**src/rtl/mips_core_pkg.sv**
```systemverilog
// Shared core types and constants for the fetch path and later pipeline stages.
package mips_core_pkg;

  localparam int unsigned INSTR_BYTES = 4;
  localparam logic [31:0] DEFAULT_RESET_PC = 32'h0000_0000;

  typedef enum logic {
    FETCH_RUN,
    FETCH_HOLD
  } fetch_state_e;

  typedef enum logic [1:0] {
    PC_SEL_KEEP,
    PC_SEL_SEQ,
    PC_SEL_TARGET,
    PC_SEL_PENDING
  } pc_sel_e;

endpackage

```
**src/rtl/redirect_buffer.sv**
```systemverilog
// Single-entry redirect holding register; newest capture overwrites the held value.
module redirect_buffer #(
  parameter int unsigned WIDTH = 32
) (
  input  logic             clk,
  input  logic             rst,
  input  logic             capture,
  input  logic             release_req,
  input  logic [WIDTH-1:0] capture_pc,
  output logic [WIDTH-1:0] pending_pc,
  output logic             pending_valid
);

  // Capture wins over release so a fresh redirect is never dropped.
  always_ff @(posedge clk) begin
    if (rst) begin
      pending_pc    <= '0;
      pending_valid <= 1'b0;
    end else if (capture) begin
      pending_pc    <= capture_pc;
      pending_valid <= 1'b1;
    end else if (release_req) begin
      pending_valid <= 1'b0;
    end
  end

endmodule

```
**src/rtl/fetch_pc_gen.sv**
```systemverilog
// IF-stage program counter: sequential, immediate or buffered redirect, with epoch tagging.
module fetch_pc_gen
  import mips_core_pkg::*;
#(
  parameter int unsigned            ADDR_WIDTH  = 32,
  parameter logic [ADDR_WIDTH-1:0]  RESET_PC    = ADDR_WIDTH'(DEFAULT_RESET_PC),
  parameter int unsigned            EPOCH_WIDTH = 2
) (
  input  logic                   clk,
  input  logic                   rst,
  input  logic                   if_stall,
  input  logic                   load_pc_we,
  input  logic [ADDR_WIDTH-1:0]  load_pc_new_pc,
  output logic [ADDR_WIDTH-1:0]  fetch_pc,
  output logic                   fetch_valid,
  output logic [EPOCH_WIDTH-1:0] fetch_epoch,
  output logic                   redirect_pending,
  output logic                   misalign_err
);

  fetch_state_e          state;
  fetch_state_e          next_state;
  pc_sel_e               pc_sel;
  logic                  capture;
  logic                  release_req;
  logic [ADDR_WIDTH-1:0] target;
  logic [ADDR_WIDTH-1:0] pending_pc;
  logic                  pending_valid;

  assign target = {load_pc_new_pc[ADDR_WIDTH-1:2], 2'b00};

  redirect_buffer #(.WIDTH(ADDR_WIDTH)) u_redirect_buffer (
    .clk          (clk),
    .rst          (rst),
    .capture      (capture),
    .release_req  (release_req),
    .capture_pc   (target),
    .pending_pc   (pending_pc),
    .pending_valid(pending_valid)
  );

  always_ff @(posedge clk) begin
    if (rst) state <= FETCH_RUN;
    else     state <= next_state;
  end

  always_comb begin
    next_state = state;
    case (state)
      FETCH_RUN:  if (if_stall && load_pc_we) next_state = FETCH_HOLD;
      FETCH_HOLD: if (!if_stall)              next_state = FETCH_RUN;
      default:                                next_state = FETCH_RUN;
    endcase
  end

  always_comb begin
    pc_sel      = PC_SEL_KEEP;
    capture     = 1'b0;
    release_req = 1'b0;
    case (state)
      FETCH_RUN: begin
        if (!if_stall) pc_sel  = load_pc_we ? PC_SEL_TARGET : PC_SEL_SEQ;
        else           capture = load_pc_we;
      end
      FETCH_HOLD: begin
        if (if_stall) begin
          capture = load_pc_we;
        end else begin
          release_req = 1'b1;
          // A live redirect is younger than the buffered one, so it wins.
          if (load_pc_we)         pc_sel = PC_SEL_TARGET;
          else if (pending_valid) pc_sel = PC_SEL_PENDING;
        end
      end
      default: ;
    endcase
  end

  always_ff @(posedge clk) begin
    if (rst) begin
      fetch_pc         <= RESET_PC;
      fetch_epoch      <= '0;
      fetch_valid      <= 1'b0;
      redirect_pending <= 1'b0;
      misalign_err     <= 1'b0;
    end else begin
      case (pc_sel)
        PC_SEL_SEQ:     fetch_pc <= fetch_pc + ADDR_WIDTH'(INSTR_BYTES);
        PC_SEL_TARGET:  fetch_pc <= target;
        PC_SEL_PENDING: fetch_pc <= pending_pc;
        default:        fetch_pc <= fetch_pc;
      endcase
      if (load_pc_we) fetch_epoch <= fetch_epoch + EPOCH_WIDTH'(1);
      if (load_pc_we && (load_pc_new_pc[1:0] != 2'b00)) misalign_err <= 1'b1;
      // Every stalled redirect lands in HOLD, so this also covers wrong-path fetches.
      fetch_valid      <= (next_state == FETCH_RUN);
      redirect_pending <= (next_state == FETCH_HOLD);
    end
  end

endmodule

```
**config.mk**
```make
export PLATFORM = sky130hd
export DESIGN_NAME = fetch_pc_gen
export DESIGN_NICKNAME = d
export VERILOG_FILES = /design/src/rtl/mips_core_pkg.sv /design/src/rtl/redirect_buffer.sv /design/src/rtl/fetch_pc_gen.sv
export SDC_FILE = /design/constraint.sdc
export NUM_CORES = 1
export LEC_CHECK = 0
export CAP_MARGIN = 10
export CORE_ASPECT_RATIO = 1.75
export CORE_MARGIN = 2
export CORE_UTILIZATION = 47
export CTS_CLUSTER_DIAMETER = 40
export DETAILED_ROUTE_END_ITERATION = 8
export PLACE_DENSITY = 0.77
export SYNTH_ARGS = -nofsm -noshare
export SYNTH_HDL_FRONTEND = slang
export SYNTH_HIERARCHICAL = 1
export SYNTH_SLANG_ARGS = --single-unit
```
**constraint.sdc**
```tcl
create_clock -name clk -period 1.91 [get_ports clk]
set_clock_uncertainty 0.15 [all_clocks]
set_input_delay 0.191 -clock clk [delete_from_list [all_inputs] [get_ports clk]]
set_output_delay 0.191 -clock clk [all_outputs]
set_load 0.005 [all_outputs]
```
======== After elaboration in Yosys (flattened, before gate mapping) ========
Index checks and enable logic that the tools add are counted.
word-level totals
  input port bits ......................... 36
  flip-flop bits (word level) ............. 68
  logic and storage cells ................. 34
cells by class
  reduce and logical (&&, ||, !) cells .... 5
  muxes and demuxes ....................... 15
  bitwise gates (word level) .............. 2
  add/subtract/negate cells ............... 2
  eq/ne operators ......................... 3
operators by type and width
  kind                     count
  $pmux W32 S3             1
  $add A32 B3 Y32 const B  1
  $mux W2                  5
  $mux W1                  7
  $eq A2 B2 Y1 const B     2
  $pmux W2 S2              1
  $reduce_bool A2 Y1       2
  $reduce_bool A3 Y1       1
  $add A2 B1 Y2 const B    1
  $eq A2 B1 Y1 const B     1
  $logic_and A1 B1 Y1      2
  $not A1 Y1               2
  $pmux W1 S2              1

======== Logic depth before layout (Yosys ltp) ========
Gate-level depths: netlist (run 1).
  word-level depth ........................ 6
  depth in mapped cells ................... 8
  gate-level depth less buffers ........... 6

======== By module ========
The synthesis (run 1) kept the hierarchy.
by module, submodules not included
  module           cells each  area an instance (µm²)  instances
  fetch_pc_gen     305         2,377.3                 1
  redirect_buffer  108         1,204.9                 1

======== Worst setup path before layout (run 1) ========
No wires, ideal clock.
  path type ............................... reg-to-reg
  start ................................... reg fetch_pc[3]
  end ..................................... reg fetch_pc[30]
  slack ................................... -0.141 ns
  path buffers ............................ 0
  data arrival time ....................... 1.826 ns
  clock period less this slack ............ 2.051 ns
  stages on the path, launching flop included .. 7
  cell sequence ........................... dfxtp_1 > ha_1 > nand3_1 > nor3_1 > nand3_1 > or4_1 > a31oi_1
between the ends
  word-level cells in the longest chain between the ends .. 2
ends and longest elaborated chain
  item                    line                source
  start, declared         fetch_pc_gen.sv:14  output logic [ADDR_WIDTH-1:0] fetch_pc,
  start signal, assigned  fetch_pc_gen.sv:88  PC_SEL_SEQ: fetch_pc <= fetch_pc + ADDR_WIDTH'(INSTR_BYTES);
  start signal, assigned  fetch_pc_gen.sv:89  PC_SEL_TARGET: fetch_pc <= target;
  start signal, assigned  fetch_pc_gen.sv:90  PC_SEL_PENDING: fetch_pc <= pending_pc;
  $add A32 B3 Y32         fetch_pc_gen.sv:88
  $pmux W32 S3            fetch_pc_gen.sv:87  case (pc_sel)
No other way between the ends.
A chain may end at the register's enable or synchronous reset.

======== Worst setup path in the final report (run 1) ========
  start ................................... reg fetch_pc[10]
  end ..................................... reg fetch_pc[21]
Same word-level chain as after synthesis.

==> reports/metrics.csv, run 1 <==
metric,value,unit
outcome,"finished, violations left",
violations,setup timing,
reg2reg_to,fetch_pc[21],
cts_root_buf,clkbuf_16,
die_h,119,µm
grt_pass1_vias,3983,
final_layout_size_suffix_gt1_frac,0.263,
rsz0062_at_grt,true,
cp_max_fo,3,
grt_antenna_before_repair,0,
hold_depth,2,
cp-end-kind,flip-flop,
viasPerCell,6.16,
yosys.area.top_type,dfxtp_1,
final_common_cell,buf_4,
cts_sinks,70,
first_pass_iters,5,
reg2reg_depth,6,
grt_overflow,0,
grt_max_degree,48,
p_per_area,739,nW/µm²
initial_core_util,0.480,
track_usage,0.312,
final_nets,595,
coreArea,7460,µm²
cts.htree.levels,3,
fmax,0.518,GHz
dpl.hpwl,8920,µm
syn_area_per_cell,8.67,µm²
grt_pass1_wl,20300,µm
period_minus_slack,1930,ps
hold_end,fetch_pc[24],
synth_cell_types,58,
place.gp.congestion,0.888,
fin_hold_ws,73.2,ps
netlist.area_leader.share,0.391,
clk_pin_slew,50,ps
utilization,0.727,
slew_violations,0,
cts_buffer_depth,2,
antenna_cells,0,
seq_area_frac_synth,0.391,
vdd_drop_max,0.571,mV
reg2reg_slack,-20,ps
crit_path_start_kind,flip-flop,
finalCritPeriodShare,1.01,
hold_viol,0,
ys_warn_count,6,
rows,42,
dieArea,8360,µm²
synth_edf_count,0,
setup_violations,1,
cts_made_buffers,9,
placedCellCount,628,
cts_tree,done,
wire_per_inst,19.8,µm
critPathArrivalTime,2030,ps
min_path_type,in -> reg,
min_from,rst,
criticalPathCategory,reg -> reg,
final_cell_area,5430,µm²
wl,12900,µm
timing.rr.start,fetch_pc[10],
via_count,4009,
ys_ff_latch,70,
synthArstFlopShare,0,
hold_buffers,0,
io-pin-count,73,
critical_path_required,2010,ps
ys_top_cells_by_area,"dfxtp_1 39%, mux2i_1 9.5%, nor2_1 6.0%",
clock_latency,330,ps
portBuffers,72,
synth_flop_cell,dfxtp_1,
die_x,70.0,µm
drt-initial-drc-count,354,
synthCells,413,
drtAntennaViolNets,0,
synth_area,3580,µm²
drc,0,
drv_cap,0,
stdcell_count,651,
p_leak,0.00212,µW
tns,-20.0,ps
setup_slack,-20.0,ps
dpl_cell_area,4940,µm²
synthToLayoutAreaGrowth,51.5,%
final_cell_mix,"86 x buf_4, 71 x clkdlybuf4s50_1, 57 x nor2_1",
-- final cells by class --
class / instances / area (µm²)
Inverter: 8 / 30.0
Clock buffer: 13 / 260
Clock inverter: 3 / 42.5
Timing Repair Buffer: 168 / 1500
Tap cell: 88 / 110
Fill cell: 566 / 2040
Multi-Input combinational cell: 301 / 2060
Sequential cell: 70 / 1420
-- logic make-up after synthesis --
group | synth area share
buffers and inverters | 0.0622
flip-flops | 0.391
AO/OA/AOI/OAI | 0.240
AND/OR/NAND/NOR | 0.202
XOR/XNOR | 0.00489
adder cells (fa/ha/maj) | 0.00349
multiplexers | 0.0950
other | 0.00105
-- synthesized netlist by cell type, types with 8 or more instances --
master and count:
dfxtp_1 70, nor2_1 57, mux2i_1 34, clkbuf_1 24
a21oi_1 22, o21ai_0 21, nand2_1 20, a22oi_1 18
nand4_1 10, a31oi_1 9, inv_1 8, nand3_1 8
-- how the worst max path moves through the flow --
stage,start,end,slack [ps],depth (start not counted)
after global routing,fetch_pc[11],fetch_pc[29],-70,8
final,fetch_pc[10],fetch_pc[21],-20,6
after CTS,fetch_pc[2],fetch_pc[21],-20,7
after detailed placement,load_pc_we,fetch_pc[15],-320,4
after global placement,load_pc_we,fetch_pc[15],-240,4
after floorplan,fetch_pc[11],fetch_pc[30],10,6
-- per-stage QoR --
step	worst slack [ps]	total power, µW
floorplan	9.60	1930
global placement	-240	2280
detailed placement	-319	2300
CTS	-15.4	3990
global route	-66.0	4140
finish	-20.0	4010
-- state kept, by name (all words and copies together), names as in the netlist --
signal                           cells
redirect_pending                     1
u_redirect_buffer/pending_valid      1
fetch_valid                          1
fetch_epoch                          2
misalign_err                         1
u_redirect_buffer/pending_pc        32
fetch_pc                            32
-- power by group --
part           internal (µW)  switching (µW)
clock network           1080             616
registers               1550            65.7
logic                    376             326
total                   3000            1010
-- repair_timing --
item	4_1_cts	5_1_grt
endpoints found under the setup margin	8	22
resized for setup	16	21
buffers inserted	6	2
pin swaps	5	18
-- worst max-delay path, stage by stage (launching register included) --
cell     delay [ps]
dfxtp_2         330
nand4_1         250
nor3_4          330
buf_6           150
nand4_1         120
or3_1           330
a31oi_1         190
-- per-layer routing --
layer  part of all wire  global-route usage  vias to the layer above
li1                   -                   -                     1843
met1               0.36               0.326                     1942
met2               0.52               0.564                      179
met3              0.055              0.0512                       45
met4              0.065               0.202                        0
met5                  0                   0                        -
(Power assumes the default switching activity.)
==> run 2, diff against run 1 <==
--- a/config.mk
+++ b/config.mk
@@ -8,10 +8,9 @@
 export CAP_MARGIN = 10
 export CORE_ASPECT_RATIO = 1.75
 export CORE_MARGIN = 2
-export CORE_UTILIZATION = 47
+export CORE_UTILIZATION = 26
 export CTS_CLUSTER_DIAMETER = 40
 export DETAILED_ROUTE_END_ITERATION = 8
-export PLACE_DENSITY = 0.77
 export SYNTH_ARGS = -nofsm -noshare
 export SYNTH_HDL_FRONTEND = slang
 export SYNTH_HIERARCHICAL = 1
==> run 2 against run 1 <==
  * The run now ends clean
  * Fmax is 1.3% higher
  * Sequential share of layout area is 0.37 points lower
  * Setup slack better by 24 ps
  * Global-route usage is 13 points lower
  * First-iteration DRC count is 40% lower
  * Combinational power hardly changed
  * Non-clock buffer count is 1 higher
  * Die area is 77% higher
  * Largest power group unchanged
==> reports/metrics.csv, run 2 (synthesis results as in run 1) <==
metric,value,unit
coreArea,13500,µm²
cts_made_buffers,9,
hold_viol,0,
cts_buffer_depth,2,
track_usage,0.183,
crit_chain,"nand4_1, nor4_4, buf_4, nand3_2, or4_1, a31oi_1",
period_minus_slack,1910,ps
worst_path_dominant_cell_family,simple AND/OR/NAND/NOR gates,
slew_violations,0,
die_x,92.7,µm
antenna_cells,0,
grt_max_degree,25,
min_path_type,in -> reg,
multiInputGateArea,2060,µm²
io-pin-count,73,
cp-end-kind,flip-flop,
final_cell_mix,"90 x buf_4, 70 x clkdlybuf4s50_1, 57 x nor2_1",
place.gp.congestion,0.949,
p_leak,0.00214,µW
dpl.hpwl,10300,µm
cts.htree.levels,3,
rsz0062_at_grt,true,
cts_sinks,70,
critical_path_required,2020,ps
fin_hold_ws,88.2,ps
slowest_stage,or4_1,
finalCritPeriodShare,0.998,
grt_pass1_vias,3903,
viasPerCell,5.26,
max_stage_delay,460,ps
final_layout_size_suffix_gt1_frac,0.277,
reg2reg_slack,4,ps
cp_max_fo,4,
critPathBufInv,1,
dieArea,14800,µm²
dpl_cell_area,5100,µm²
rows,56,
clock_latency,340,ps
grt_antenna_before_repair,0,
via_count,3881,
fmax,0.525,GHz
vdd_drop_max,0.484,mV
cts_tree,done,
p_per_area,729,nW/µm²
setup_slack,4.48,ps
crit_path_start_kind,flip-flop,
drc,0,
utilization,0.413,
synthToLayoutAreaGrowth,55.0,%
outcome,"finished, final reports clean",
cts_root_buf,clkbuf_16,
final_cell_area,5550,µm²
final_common_cell,buf_4,
drtAntennaViolNets,0,
post-place-ws,-277,ps
drt-initial-drc-count,213,
regArea,1440,µm²
setup_violations,0,
first_pass_iters,5,
wire_per_inst,18.2,µm
reg.largest.list,"fetch_pc: 32 flops, u_redirect_buffer/pending_pc: 32 flops, fetch_epoch: 2 flops",
criticalPathCategory,reg -> reg,
grt_pass1_wl,20800,µm
wl,13500,µm
critPathArrivalTime,2020,ps
initial_core_util,0.266,
drv_cap,0,
grt_overflow,0,
fillCellCount,1358,
final_nets,596,
clk_pin_slew,60,ps
portBuffers,72,
die_h,159,µm
## run 2: report_power, final
part / switching [µW] / internal [µW]
Combinational: 320 / 384
Clock: 674 / 1060
Sequential: 69.3 / 1550
Total: 1060 / 2980
## run 2: cell type report
| type | count | share of cell area |
|---|---|---|
| flip-flops and latches | 70 | 0.259 |
| clock inverters | 6 | 0.0124 |
| well taps | 174 | 0.0392 |
| multi-input cells | 301 | 0.371 |
| inverters | 8 | 0.00541 |
| repair buffers | 169 | 0.270 |
| clock buffers | 10 | 0.0430 |
## run 2: worst paths after layout
check,endpoint,cells after the start,startpoint
worst min-delay path,fetch_pc[31],2,rst
worst min register to register,misalign_err,2,misalign_err
worst max register to register,fetch_pc[27],6,fetch_pc[15]
worst max-delay path,fetch_pc[27],6,fetch_pc[15]
## run 2: layer usage
layer | GRT usage | vias up | part of all wire | routed length [µm]
li1 | - | 1836 | - | -
met1 | 0.186 | 1878 | 0.36 | 4850
met2 | 0.345 | 131 | 0.55 | 7410
met3 | 0.0317 | 36 | 0.035 | 466
met4 | 0.0983 | 0 | 0.055 | 737
met5 | 0 | - | 0 | 0
## run 2: worst register-to-register path, delay by kind of cell (launching register included)
kind | cells | cell delay, ps
buf+inv | 1 | 180
simple gates | 4 | 990
compound gates | 1 | 190
flops | 1 | 320
## run 2: through the flow
| step | std cells | TNS (ps) | total power (µW) |
|---|---|---|---|
| 3_5_place_dp | 719 | -12330 | 2330 |
| 2_1_floorplan | 414 | 0 | 1930 |
| 4_1_cts | 737 | -215 | 4080 |
| 6_report | 738 | 0 | 4050 |
| 3_3_place_gp | 719 | -10990 | 2320 |
| 5_1_grt | 738 | -185 | 4220 |
## run 2: timing repair
item,CTS,global route
endpoints found under the hold margin,0,0
setup endpoints to repair,8,28
gates cloned,0,1
gates resized for setup,12,33
hold buffers,0,0
setup buffers,2,1
pin swaps,11,14
==> run 3, diff against run 2 <==
--- a/config.mk
+++ b/config.mk
@@ -6,7 +6,7 @@
 export NUM_CORES = 1
 export LEC_CHECK = 0
 export CAP_MARGIN = 10
-export CORE_ASPECT_RATIO = 1.75
+export CORE_ASPECT_RATIO = 2
 export CORE_MARGIN = 2
 export CORE_UTILIZATION = 26
 export CTS_CLUSTER_DIAMETER = 40
==> run 3 against run 2 <==
  * Sequential share of layout area down 0.073 points
  * Cell area about the same
  * Final cell count shrank 2.7%
  * Die area up 0.14%
  * Sequential cell count did not move
  * Setup slack better by 18 ps
==> reports/metrics.csv, run 3 (synthesis results as in run 1) <==
metric,value,unit
fin_hold_ws,59.1,ps
cp_max_fo,3,
grt_pass1_wl,21200,µm
final_nets,595,
clk_pin_slew,60,ps
p_int,3080,µW
rows,60,
track_usage,0.191,
drv_cap,0,
vdd_drop_max,0.475,mV
fmax,0.530,GHz
place.gp.congestion,0.930,
dpl.hpwl,10500,µm
grt_max_degree,42,
io-pin-count,73,
critical_path_required,2010,ps
drtAntennaViolNets,0,
placedCellCount,693,
rsz0062_at_grt,true,
reg.largest.list,"fetch_pc: 32 flops, u_redirect_buffer/pending_pc: 32 flops, fetch_epoch: 2 flops",
cts.htree.levels,3,
portBuffers,72,
cts_buffer_depth,2,
p_per_area,756,nW/µm²
multiInputGateArea,2090,µm²
hold_viol,0,
cts_root_buf,clkbuf_16,
drc,0,
fin_total_pwr,4190,µW
antenna_cells,0,
min_path_type,in -> reg,
seq_power_share,0.384,
via_count,3863,
setup_violations,0,
cts_sinks,70,
pwr-share-clk,0.446,
synthToLayoutAreaGrowth,54.9,%
grt_pass1_vias,3904,
cts_made_buffers,9,
critPathArrivalTime,1990,ps
final_common_cell,buf_4,
fillCellCount,1331,
die_h,170,µm
stdcell_count,718,
criticalPathCategory,reg -> reg,
grt_overflow,0,
viasPerCell,5.38,
switchingPower,1110,µW
hold_depth,2,
slew_violations,0,
sw_frac_of_total,0.265,
grt_antenna_before_repair,0,
drt-initial-drc-count,225,
wire_per_inst,19.2,µm
cts_tree,done,
crit_path_start_kind,flip-flop,
final_layout_size_suffix_gt1_frac,0.286,
period_minus_slack,1890,ps
wl,13800,µm
first_pass_iters,7,
final_cell_mix,"89 x buf_4, 70 x clkdlybuf4s50_1, 57 x nor2_1",
initial_core_util,0.267,
combPwrFrac,0.170,
outcome,"finished, final reports clean",
coreArea,13400,µm²
finalCritPeriodShare,0.988,
clock_latency,340,ps
tns,0,ps
p_leak,0.00215,µW
dieArea,14800,µm²
die_x,87,µm
regArea,1430,µm²
cp-end-kind,flip-flop,
reg2reg_depth,7,
run 3: metal layers:
layer	GRT usage	part of all wire	vias up
li1	-	-	1835
met3	0.0276	0.034	37
met4	0.132	0.060	0
met5	0	0	-
met2	0.353	0.56	143
met1	0.188	0.34	1848
run 3: final cells by class:
| class | count | share of cell area |
|---|---|---|
| repair buffers | 168 | 0.266 |
| clock inverters | 7 | 0.0187 |
| inverters | 8 | 0.00541 |
| flip-flops and latches | 70 | 0.258 |
| multi-input cells | 301 | 0.376 |
| well taps | 155 | 0.0350 |
| clock buffers | 9 | 0.0406 |
run 3: timing repair:
action | in CTS | in global routing
setup buffers | 6 | 2
pin swaps | 11 | 10
gates cloned | 0 | 1
hold buffers | 0 | 0
setup endpoints to repair | 9 | 25
resized for setup | 17 | 32
run 3: path summary, 6_finish.rpt:
check	endpoint	startpoint	slack [ps]
worst max register to register	fetch_pc[21]	fetch_pc[9]	20
worst max-delay path	fetch_pc[21]	fetch_pc[9]	20
worst min-delay path	fetch_pc[4]	rst	60
worst min register to register	misalign_err	misalign_err	300
run 3: power by group through the flow:
stage                     combinational (µW)  sequential (µW)  clock [µW]
after global placement                   672             1630           0
after detailed placement                 680             1640           0
final                                    713             1610        1870
after global routing                     766             1620        1950
after CTS                                697             1610        1890
after floorplan                          289             1640           0
run 3: through the flow:
step,area (µm²),setup WS (ps),utilization
after floorplan,3600,9.60,-
after global placement,5000,-295,0.372
after detailed placement,5000,-351,0.372
after CTS,5420,-24.4,0.404
after global routing,5550,-88.9,0.413
final,5550,22.6,0.413
run 3: worst max-delay path, cell delays in order, from the launching register on:
cell	delay (ps)
dfxtp_2	340
nand4_1	120
buf_6	150
nor3_4	260
buf_6	140
nand4_1	110
or3_1	330
a31oi_1	200
